**config.mk**
```make
export PLATFORM = sky130hd
export DESIGN_NAME = lab3_mem_blocking_cache_param
export DESIGN_NICKNAME = d
export VERILOG_FILES = /design/src/rtl/lab3_mem_blocking_cache_param.sv
export SDC_FILE = /design/constraint.sdc
export NUM_CORES = 2
export LEC_CHECK = 0
export CORE_MARGIN = 5
export CORE_UTILIZATION = 50
export DETAILED_ROUTE_END_ITERATION = 8
export PLACE_DENSITY = 0.68
export RECOVER_POWER = 50
export SYNTH_ARGS = -nofsm -noshare
export SYNTH_HDL_FRONTEND = slang
export SYNTH_SLANG_ARGS = --single-unit
```
**constraint.sdc**
```tcl
create_clock -name clk -period 4.4 [get_ports clk]
set_input_delay 0.44 -clock clk [delete_from_list [all_inputs] [get_ports clk]]
set_output_delay 0.44 -clock clk [all_outputs]
set_load 0.02 [all_outputs]
```
**src/rtl/lab3_mem_blocking_cache_param.sv**
```systemverilog
// rtl/lab3_mem_blocking_cache_param.sv - blocking write-back cache, 1/2-way, optional stats (LAB3_MEM_CACHE_STATS_EN)
// Message layouts, MSB first:
//   mem_req_4B_t   [76:0]  {type_[2:0], opaque[7:0], addr[31:0], len[1:0], data[31:0]}
//   mem_resp_4B_t  [46:0]  {type_[2:0], opaque[7:0], test[1:0], len[1:0], data[31:0]}
//   mem_req_16B_t  [174:0] {type_[2:0], opaque[7:0], addr[31:0], len[3:0], data[127:0]}
//   mem_resp_16B_t [144:0] {type_[2:0], opaque[7:0], test[1:0], len[3:0], data[127:0]}
module lab3_mem_blocking_cache_param #(
  parameter int p_num_bytes = 256,
  parameter int p_num_ways  = 2,
  parameter int p_idx_shamt = 0
) (
  input  logic         clk,
  input  logic         reset,
  input  logic         cachereq_val,
  output logic         cachereq_rdy,
  input  logic [76:0]  cachereq_msg,
  output logic         cacheresp_val,
  input  logic         cacheresp_rdy,
  output logic [46:0]  cacheresp_msg,
  output logic         memreq_val,
  input  logic         memreq_rdy,
  output logic [174:0] memreq_msg,
  input  logic         memresp_val,
  output logic         memresp_rdy,
  input  logic [144:0] memresp_msg
`ifdef LAB3_MEM_CACHE_STATS_EN
  ,
  output logic [31:0]  stat_hits,
  output logic [31:0]  stat_misses,
  output logic [31:0]  stat_evicts
`endif
);

  localparam int NSETS = p_num_bytes / (16 * p_num_ways);
  localparam int IDX_W = (NSETS > 1) ? $clog2(NSETS) : 1;

  localparam logic [2:0] TYPE_READ  = 3'd0;
  localparam logic [2:0] TYPE_WRITE = 3'd1;
  localparam logic [2:0] TYPE_INIT  = 3'd2;

  typedef enum logic [3:0] {
    IDLE, TAG_CHECK, INIT, EVICT_PREP, EVICT_REQ, EVICT_WAIT,
    REFILL_REQ, REFILL_WAIT, REFILL_UPDATE, RD_WR, WAIT
  } state_t;

  state_t state, state_n;

  logic [2:0]   req_type;
  logic [7:0]   req_opaque;
  logic [31:0]  req_addr;
  logic [31:0]  req_data;
  logic         way_r;
  logic         hit_r;
  logic [127:0] line_r;
  logic [31:0]  evict_addr;
  logic [31:0]  rdata_r;

  // Way 1 storage exists in the 1-way build but is never selected.
  logic [27:0]  tag_q   [2][NSETS];
  logic         valid_q [2][NSETS];
  logic         dirty_q [2][NSETS];
  logic         lru_q   [NSETS];
  logic [127:0] data_q  [2][NSETS];

  logic [IDX_W-1:0] idx;
  logic [27:0]      tag;
  logic [1:0]       word;
  logic             hit0, hit1, hit, hit_way, victim, victim_dirty, sel_way;

  logic             data_wen;
  logic [15:0]      wr_ben;
  logic [127:0]     wr_line;
  logic [3:0]       word_en;
  logic [15:0]      word_ben;

  logic             unused_bits;
  assign unused_bits = ^{cachereq_msg[33:32], memresp_msg[144:128]};

  assign idx  = (NSETS > 1) ? IDX_W'(req_addr >> (p_idx_shamt + 4)) : '0;
  assign tag  = req_addr[31:4];
  assign word = req_addr[3:2];

  assign hit0    = valid_q[0][idx] && (tag_q[0][idx] == tag);
  assign hit1    = (p_num_ways == 2) && valid_q[1][idx] && (tag_q[1][idx] == tag);
  assign hit     = hit0 || hit1;
  assign hit_way = !hit0;

  // Victim: first invalid way (way 0 wins), otherwise the LRU way.
  always_comb begin
    victim = 1'b0;
    if (p_num_ways == 2) begin
      if (!valid_q[0][idx])      victim = 1'b0;
      else if (!valid_q[1][idx]) victim = 1'b1;
      else                       victim = lru_q[idx];
    end
  end

  assign victim_dirty = valid_q[victim][idx] && dirty_q[victim][idx];
  assign sel_way      = hit ? hit_way : victim;

  // State register.
  always_ff @(posedge clk) begin
    if (reset) state <= IDLE;
    else       state <= state_n;
  end

  // Next-state and handshake outputs.
  always_comb begin
    state_n       = state;
    cachereq_rdy  = 1'b0;
    cacheresp_val = 1'b0;
    memreq_val    = 1'b0;
    memresp_rdy   = 1'b0;
    case (state)
      IDLE: begin
        cachereq_rdy = 1'b1;
        if (cachereq_val) state_n = TAG_CHECK;
      end
      TAG_CHECK: begin
        if (req_type == TYPE_INIT) state_n = INIT;
        else if (hit)              state_n = RD_WR;
        else if (victim_dirty)     state_n = EVICT_PREP;
        else                       state_n = REFILL_REQ;
      end
      INIT:       state_n = WAIT;
      EVICT_PREP: state_n = EVICT_REQ;
      EVICT_REQ: begin
        memreq_val = 1'b1;
        if (memreq_rdy) state_n = EVICT_WAIT;
      end
      EVICT_WAIT: begin
        memresp_rdy = 1'b1;
        if (memresp_val) state_n = REFILL_REQ;
      end
      REFILL_REQ: begin
        memreq_val = 1'b1;
        if (memreq_rdy) state_n = REFILL_WAIT;
      end
      REFILL_WAIT: begin
        memresp_rdy = 1'b1;
        if (memresp_val) state_n = REFILL_UPDATE;
      end
      REFILL_UPDATE: state_n = RD_WR;
      RD_WR:         state_n = WAIT;
      WAIT: begin
        cacheresp_val = 1'b1;
        if (cacheresp_rdy) state_n = IDLE;
      end
      default: state_n = IDLE;
    endcase
  end

  assign memreq_msg = {(state == EVICT_REQ) ? TYPE_WRITE : TYPE_READ, 8'h00,
                       (state == EVICT_REQ) ? evict_addr : {tag, 4'h0}, 4'h0, line_r};

  assign cacheresp_msg = {req_type, req_opaque, {1'b0, hit_r}, 2'b00,
                          (req_type == TYPE_READ) ? rdata_r : 32'h0};

  // Request latch, way/hit capture, evict and refill line buffer, read word.
  always_ff @(posedge clk) begin
    if (reset) begin
      req_type   <= '0;
      req_opaque <= '0;
      req_addr   <= '0;
      req_data   <= '0;
      way_r      <= 1'b0;
      hit_r      <= 1'b0;
      line_r     <= '0;
      evict_addr <= '0;
      rdata_r    <= '0;
    end else begin
      case (state)
        IDLE: if (cachereq_val) begin
          req_type   <= cachereq_msg[76:74];
          req_opaque <= cachereq_msg[73:66];
          req_addr   <= cachereq_msg[65:34];
          req_data   <= cachereq_msg[31:0];
        end
        TAG_CHECK: begin
          way_r <= sel_way;
          hit_r <= hit && (req_type != TYPE_INIT);
        end
        EVICT_PREP: begin
          line_r     <= data_q[way_r][idx];
          evict_addr <= {tag_q[way_r][idx], 4'h0};
        end
        REFILL_WAIT: if (memresp_val) line_r <= memresp_msg[127:0];
        RD_WR:       rdata_r <= data_q[way_r][idx][{word, 5'b0} +: 32];
        default: ;
      endcase
    end
  end

  // Tag, valid, dirty and LRU state; LRU always points away from the way just used.
  always_ff @(posedge clk) begin
    if (reset) begin
      for (int s = 0; s < NSETS; s++) begin
        valid_q[0][s] <= 1'b0;
        valid_q[1][s] <= 1'b0;
        dirty_q[0][s] <= 1'b0;
        dirty_q[1][s] <= 1'b0;
        lru_q[s]      <= 1'b0;
      end
    end else begin
      case (state)
        INIT: begin
          tag_q[way_r][idx]   <= tag;
          valid_q[way_r][idx] <= 1'b1;
          dirty_q[way_r][idx] <= 1'b0;
          lru_q[idx]          <= ~way_r;
        end
        REFILL_UPDATE: begin
          tag_q[way_r][idx]   <= tag;
          valid_q[way_r][idx] <= 1'b1;
          dirty_q[way_r][idx] <= 1'b0;
        end
        RD_WR: begin
          if (req_type == TYPE_WRITE) dirty_q[way_r][idx] <= 1'b1;
          lru_q[idx] <= ~way_r;
        end
        default: ;
      endcase
    end
  end

  assign word_en  = 4'b0001 << word;
  assign word_ben = {{4{word_en[3]}}, {4{word_en[2]}}, {4{word_en[1]}}, {4{word_en[0]}}};

  // Data array write port select: whole-line refill or single replicated word.
  always_comb begin
    data_wen = 1'b0;
    wr_ben   = '0;
    wr_line  = {4{req_data}};
    case (state)
      INIT: begin
        data_wen = 1'b1;
        wr_ben   = word_ben;
      end
      REFILL_UPDATE: begin
        data_wen = 1'b1;
        wr_ben   = '1;
        wr_line  = line_r;
      end
      RD_WR: if (req_type == TYPE_WRITE) begin
        data_wen = 1'b1;
        wr_ben   = word_ben;
      end
      default: ;
    endcase
  end

  // Byte-enabled data array write.
  always_ff @(posedge clk) begin
    if (data_wen) begin
      for (int b = 0; b < 16; b++) begin
        if (wr_ben[b]) data_q[way_r][idx][b*8 +: 8] <= wr_line[b*8 +: 8];
      end
    end
  end

`ifdef LAB3_MEM_CACHE_STATS_EN
  // One hit or miss per non-init transaction; evicts counted on dirty-victim misses.
  always_ff @(posedge clk) begin
    if (reset) begin
      stat_hits   <= '0;
      stat_misses <= '0;
      stat_evicts <= '0;
    end else if (state == TAG_CHECK && req_type != TYPE_INIT) begin
      if (hit) stat_hits <= stat_hits + 32'd1;
      else begin
        stat_misses <= stat_misses + 32'd1;
        if (victim_dirty) stat_evicts <= stat_evicts + 32'd1;
      end
    end
  end
`endif

endmodule
```
After elaboration in Yosys (flattened, before gate mapping)
Memories as Yosys holds them, arrays and structs flattened. A register that Yosys moved wholly into a read port is not among the register bits.
Index checks and enable logic that the tools add are counted.

storage, ports and cells
  RAM bits = 2536
  bits of input ports = 228
  output and inout port bits = 226
  memories = 5
  bits in registers = 269
  word-level logic and storage cells = 31447

memory list
  name     depth  bits a word  read ports  clocked after Yosys merged registers in  write ports  line  source
  data_q   2      1024         1           1                                        1            63    logic [127:0] data_q [2][NSETS];
  tag_q    2      224          3           1                                        1            59    logic [27:0] tag_q [2][NSETS];
  dirty_q  2      8            1           0                                        2            61    logic dirty_q [2][NSETS];
  valid_q  2      8            3           0                                        2            60    logic valid_q [2][NSETS];
  lru_q    8      1            1           1                                        8            62    logic lru_q [NSETS];

cells by class
  shifts and indexed selects = 2
  bitwise logic cells = 15611
  eq/ne operators = 21
  reductions and logical operators = 20
  $lt $le $gt $ge = 2
  muxes and demuxes = 15776

operators with widths
  kind                                                     number
  1024-bit 2-to-1 mux                                      16
  1-bit 2-to-1 mux                                         15679
  1-bit OR                                                 15609
  128-bit demux with 3-bit select                          16
  128-bit 2-to-1 mux                                       5
  224-bit 2-to-1 mux                                       2
  128-bit binary-select mux with 3-bit select              1
  128-bit case mux with 2 select lines                     1
  28-bit binary-select mux with 3-bit select               3
  28-bit 2-to-1 mux                                        7
  128-bit by 8-bit indexed part select with 32-bit output  1
  120-bit 2-to-1 mux                                       1
  112-bit 2-to-1 mux                                       1
  104-bit 2-to-1 mux                                       1
  32-bit 2-to-1 mux                                        3
  96-bit 2-to-1 mux                                        1
  88-bit 2-to-1 mux                                        1
  28-bit demux with 3-bit select                           1
  80-bit 2-to-1 mux                                        1
  72-bit 2-to-1 mux                                        1
  64-bit 2-to-1 mux                                        1
  8-bit 2-to-1 mux                                         8
  28-bit == test                                           2
  56-bit 2-to-1 mux                                        1
  other kinds (35)                                         69

Logic depth before layout (Yosys ltp)
  depth after elaboration = 21
  gate-level depth with buffers = 16
  depth with buffers taken out = 9

Worst setup path before layout
No wires, ideal clock.

  path type = reg2reg
  from = register req_addr[5]
  to = memory data_q[1][192] (netlist bit) (enable)
  library setup time = 421 ps
  arrival time = 3568 ps
  cell stages (with the launch flop) = 12
  required time = 3979 ps
  period minus slack after synthesis = 3989 ps
  buffers on the path = 8
  slack = 411 ps
  path through = dfxtp_1 buf_6 buf_6 buf_6 nor2b_1 buf_2 nand2_1 buf_2 buf_2 buf_1 buf_1 nor2_1

on the way
  longest elaborated chain between the ends = 18
  elaborated cells between the ends (all ways) = 52
  classes of those cells = order compare: 2; mux: 33; bitwise: 16; reduce/logical: 1

RTL lines
  item                                      line  source
  start: declaration                        50    logic [31:0] req_addr;
  start signal: assignment                  176   req_addr <= cachereq_msg[65:34];
  3-bit NOT with 4-bit output (*)           -
  128-bit demux with 3-bit select           -
  1024-bit 2-to-1 mux                       -
  1-bit OR (no source line) (14 in series)  -
  1-bit OR (no source line) (*)             -
  end: declaration                          63

Every way passes the cells marked *; elsewhere a longest branch is shown, timed or not.

Worst setup path in the final report
  from = register state[3]
  to = memory data_q[0][342] (netlist bit) (data pin)

on the way
  elaborated cells between the ends (all ways) = 16
  classes of those cells = eq/ne: 3; mux: 12; reduce/logical: 1

RTL lines
  item                                             line  source
  start: declaration                               46    state_t state, state_n;
  start signal: assignment                         104   else state <= state_n;
  4-bit == test                                    -
  128-bit 2-to-1 mux                               -
  via wr_line[86]                                  72    logic [127:0] wr_line;
  1-bit 2-to-1 mux (no source line) (6 in series)  -

The timed path passes the listed nets, and every way through them passes these cells. The select of a mux whose other input is x is not followed.

==> out/metrics.yaml <==
critical_path:
  worst_setup_path_start_kind: "register"
  end_kind: "register"
  worstPathMaxFanout: 21
  required_ns: 4.79
  crit_type: "reg2reg"
  worstPathArrival_ns: 4.85
timing:
  relSlewSlack: -0.3523
  worstMarginPinSlew_ns: 2.024
  max_freq_mhz: 223.9
  rsz0062_at_grt: "no"
  drv_slew: 326
  worst_clock_skew_ns: 0.07966
  min_period_over_period: 1.015
  setup_viol: 16
  period_minus_slack_ns: 4.465
  hold_violations: 0
  setup_slack_ns: -0.06546
logic_synthesis:
  yosysMostFrequentCell: "edfxtp_1"
  synth_edf_count: 2520
  avgSynthCellArea_um2: 16.76
  synth_common_cells: "2520 x edfxtp_1, 769 x nand2_1, 558 x mux2i_1, 493 x mux4_2, 287 x dfxtp_1"
  synthCells: 6790
  synth_seq_cells: 2807
  synth_top_area_share: 0.6651
  yosysTopAreaCell: "edfxtp_1"
  synth_area_leaders: "edfxtp_1 67%, mux4_2 9.8%, dfxtp_1 5.0%, mux2i_1 4.9%, nand2_1 2.5%"
  ys.flop_type: "edfxtp_1"
  synthDistinctLibCells: 76
  synthArstFlopShare: 0
  yosysWarnings: 0
  syn_area_mm2: 0.1138
  seq_area_frac_synth: 0.7156
global_route:
  grt_pass1_vias: 68010
  grt.total_usage: 0.2999
  antenna_found_initial: 22
  grt_max_degree: 129
  grt_pass1_wl_um: 505900
  grt-ovfl-total: 0
floorplan:
  initial_core_util: 0.5016
  rows: 175
  pin_count: 454
  die_y_um: 487.0
  die_area_mm2: 0.2372
  core_area_mm2: 0.2268
  fp.dieW_um: 487.0
pwr:
  power_density_mw_per_mm2: 560.5
  max-vdd-ir-drop_uv: 330.5
  leakage_nw: 43.21
  finalPower_w: 0.07478
clocking:
  cts_max_path_buffers: 4
  clock-sinks: 2807
  clk_latency_ns: 0.92
  clk_pin_slew_ns: 0.06
  cts_tree: "yes"
  numCtsBuffers: 302
  cts-root-buf: "clkbuf_16"
  post_cts_resized: 0
  htree_num_levels: 5
routing:
  drcViolationCount: 0
  drtPass1Iterations: 6
  wirelength_um: 361600
  viasPerCell: 6.474
  drtAntennaViolNets: 0
  vias: 69220
  wl_per_cell_um: 33.82
  drt_iter0_drc: 9253
cells_and_area:
  n_fill_cell: 16890
  drive_above_1_share: 0.1934
  finalNetCount: 7679
  stdcell_count: 10690
  multi_input_area_mm2: 0.03068
  seq_area_mm2: 0.08143
  syn2layout_area_growth_pct: 17.25
placement:
  place_inst: 10150
  dp_hpwl_um: 226600
  port-buffer-count: 411
  routabilityCongestion: 0.9069
hold_path:
  hold_path_class: "in2reg"
run_status:
  status: "finished, violations left"
  violations: "max-capacitance violations, max-slew violations, negative setup slack"
job:
  cap_violations: 10
==> worst max-delay path: stages (launching register included) <==
cell and delay [ns]:
dfxtp_1 0.61, nand2b_1 0.20, or3_2 0.56, clkbuf_1 0.56, nand2_1 0.22, clkbuf_1 0.98, nand2_1 0.76
==> where the power goes <==
group | switching [W] | internal (W) | leakage (nW)
Clock | 0.0102 | 0.0143 | 4.57
Combinational | 0.0120 | 0.00634 | 13.1
Sequential | 0.000729 | 0.0312 | 25.6
Total | 0.0229 | 0.0519 | 43.2
==> through the flow <==
step | hold WS [ns] | instance area, µm² | TNS, ns | setup WS (ns) | util
4_1_cts | 0.01659 | 133900 | 0 | 0.03833 | 0.5904
5_1_grt | 0.05137 | 133400 | 0 | 0.06011 | 0.5880
3_3_place_gp | 0.4401 | 124500 | 0 | 0.7317 | 0.5489
2_1_floorplan | 0.4317 | 113900 | 0 | 0.4109 | -
6_report | 0.07287 | 133400 | -0.8888 | -0.06546 | 0.5881
3_5_place_dp | 0.4442 | 124500 | 0 | 0.6849 | 0.5489
==> final timing paths <==
check | cells past startpoint | slack, ns | to | start
hold reg to reg | 2 | 0.45 | req_opaque[1]$_SDFFE_PP0P_ | req_opaque[1]$_SDFFE_PP0P_
setup / recovery | 6 | -0.07 | data_q[0][342]$_DFFE_PP_ | state[3]$_SDFFE_PP0P_
setup reg to reg | 6 | -0.07 | data_q[0][342]$_DFFE_PP_ | state[3]$_SDFFE_PP0P_
hold / removal | 3 | 0.07 | req_data[28]$_SDFFE_PP0P_ | cachereq_msg[28]
==> repair_timing <==
| item | in CTS | in global routing |
|---|---|---|
| buffers inserted | 0 | 3 |
| hold buffers | 1 | 0 |
| endpoints found under the hold margin | 58 | 0 |
| setup endpoints to repair | 0 | 11 |
==> area by class of cell <==
cell class                      instances  area share
Antenna cell                           13   0.0002439
Clock buffer                          401     0.06175
Clock inverter                        122    0.008723
Multi-Input combinational cell       3486      0.2300
Tap cell                             3009     0.02822
Timing Repair Buffer                  817     0.05962
Sequential cell                      2807      0.6104
Inverter                               37    0.001079
==> routing by layer <==
| layer | part of all wire | track usage | routed length [µm] | up-vias |
|---|---|---|---|---|
| met5 | 0.00015 | 0 | 56 | - |
| met4 | 0.074 | 0.1828 | 26890 | 8 |
| met3 | 0.11 | 0.05809 | 39280 | 859 |
| met2 | 0.46 | 0.4636 | 166100 | 4531 |
| met1 | 0.36 | 0.3970 | 129300 | 35580 |
| li1 | - | - | - | 28240 |
==> flip-flops by register name, indices dropped and copies added, names as in the netlist, named ones only <==
name,flops
req_data,32
data_q,2048
tag_q,448
dirty_q,16
lru_q,8
line_r,128
state,4
req_type,3
rdata_r,32
hit_r,1
valid_q,16
way_r,1
req_opaque,8
evict_addr,28
req_addr,30
==> cells in the final DEF, fill, tap and decap left out, types with 21 or more instances in the layout <==
cell type / count
a21o_1: 28
dlygate4sd3_1: 141
o211ai_1: 82
or3_1: 28
nand3_1: 21
buf_12: 82
conb_1: 21
mux2_2: 92
a22oi_1: 35
nor2_1: 232
clkbuf_1: 117
mux2i_1: 558
clkbuf_2: 32
o21ai_0: 34
edfxtp_1: 2520
mux4_2: 493
nand2_1: 761
clkdlybuf4s50_1: 270
nor2_4: 48
clkbuf_16: 309
clkinv_2: 40
o22ai_1: 268
and2_1: 38
a211oi_1: 79
inv_1: 32
a221oi_1: 53
dfxtp_1: 284
nor3_1: 42
buf_4: 245
clkinv_1: 37
xnor2_1: 24
a21oi_1: 275
==> kinds of logic after synthesis <==
group	count (synthesis)	synth area share
buffers and inverters	518	0.02056
AOI/OAI and AO/OA	957	0.05479
other	1	0.00003296
xor gates and xnor gates	41	0.003156
muxes	1144	0.1559
and+or+nand+nor	1322	0.05000
DFF	2807	0.7156
Note: power is estimated with default switching activity, not from simulation.
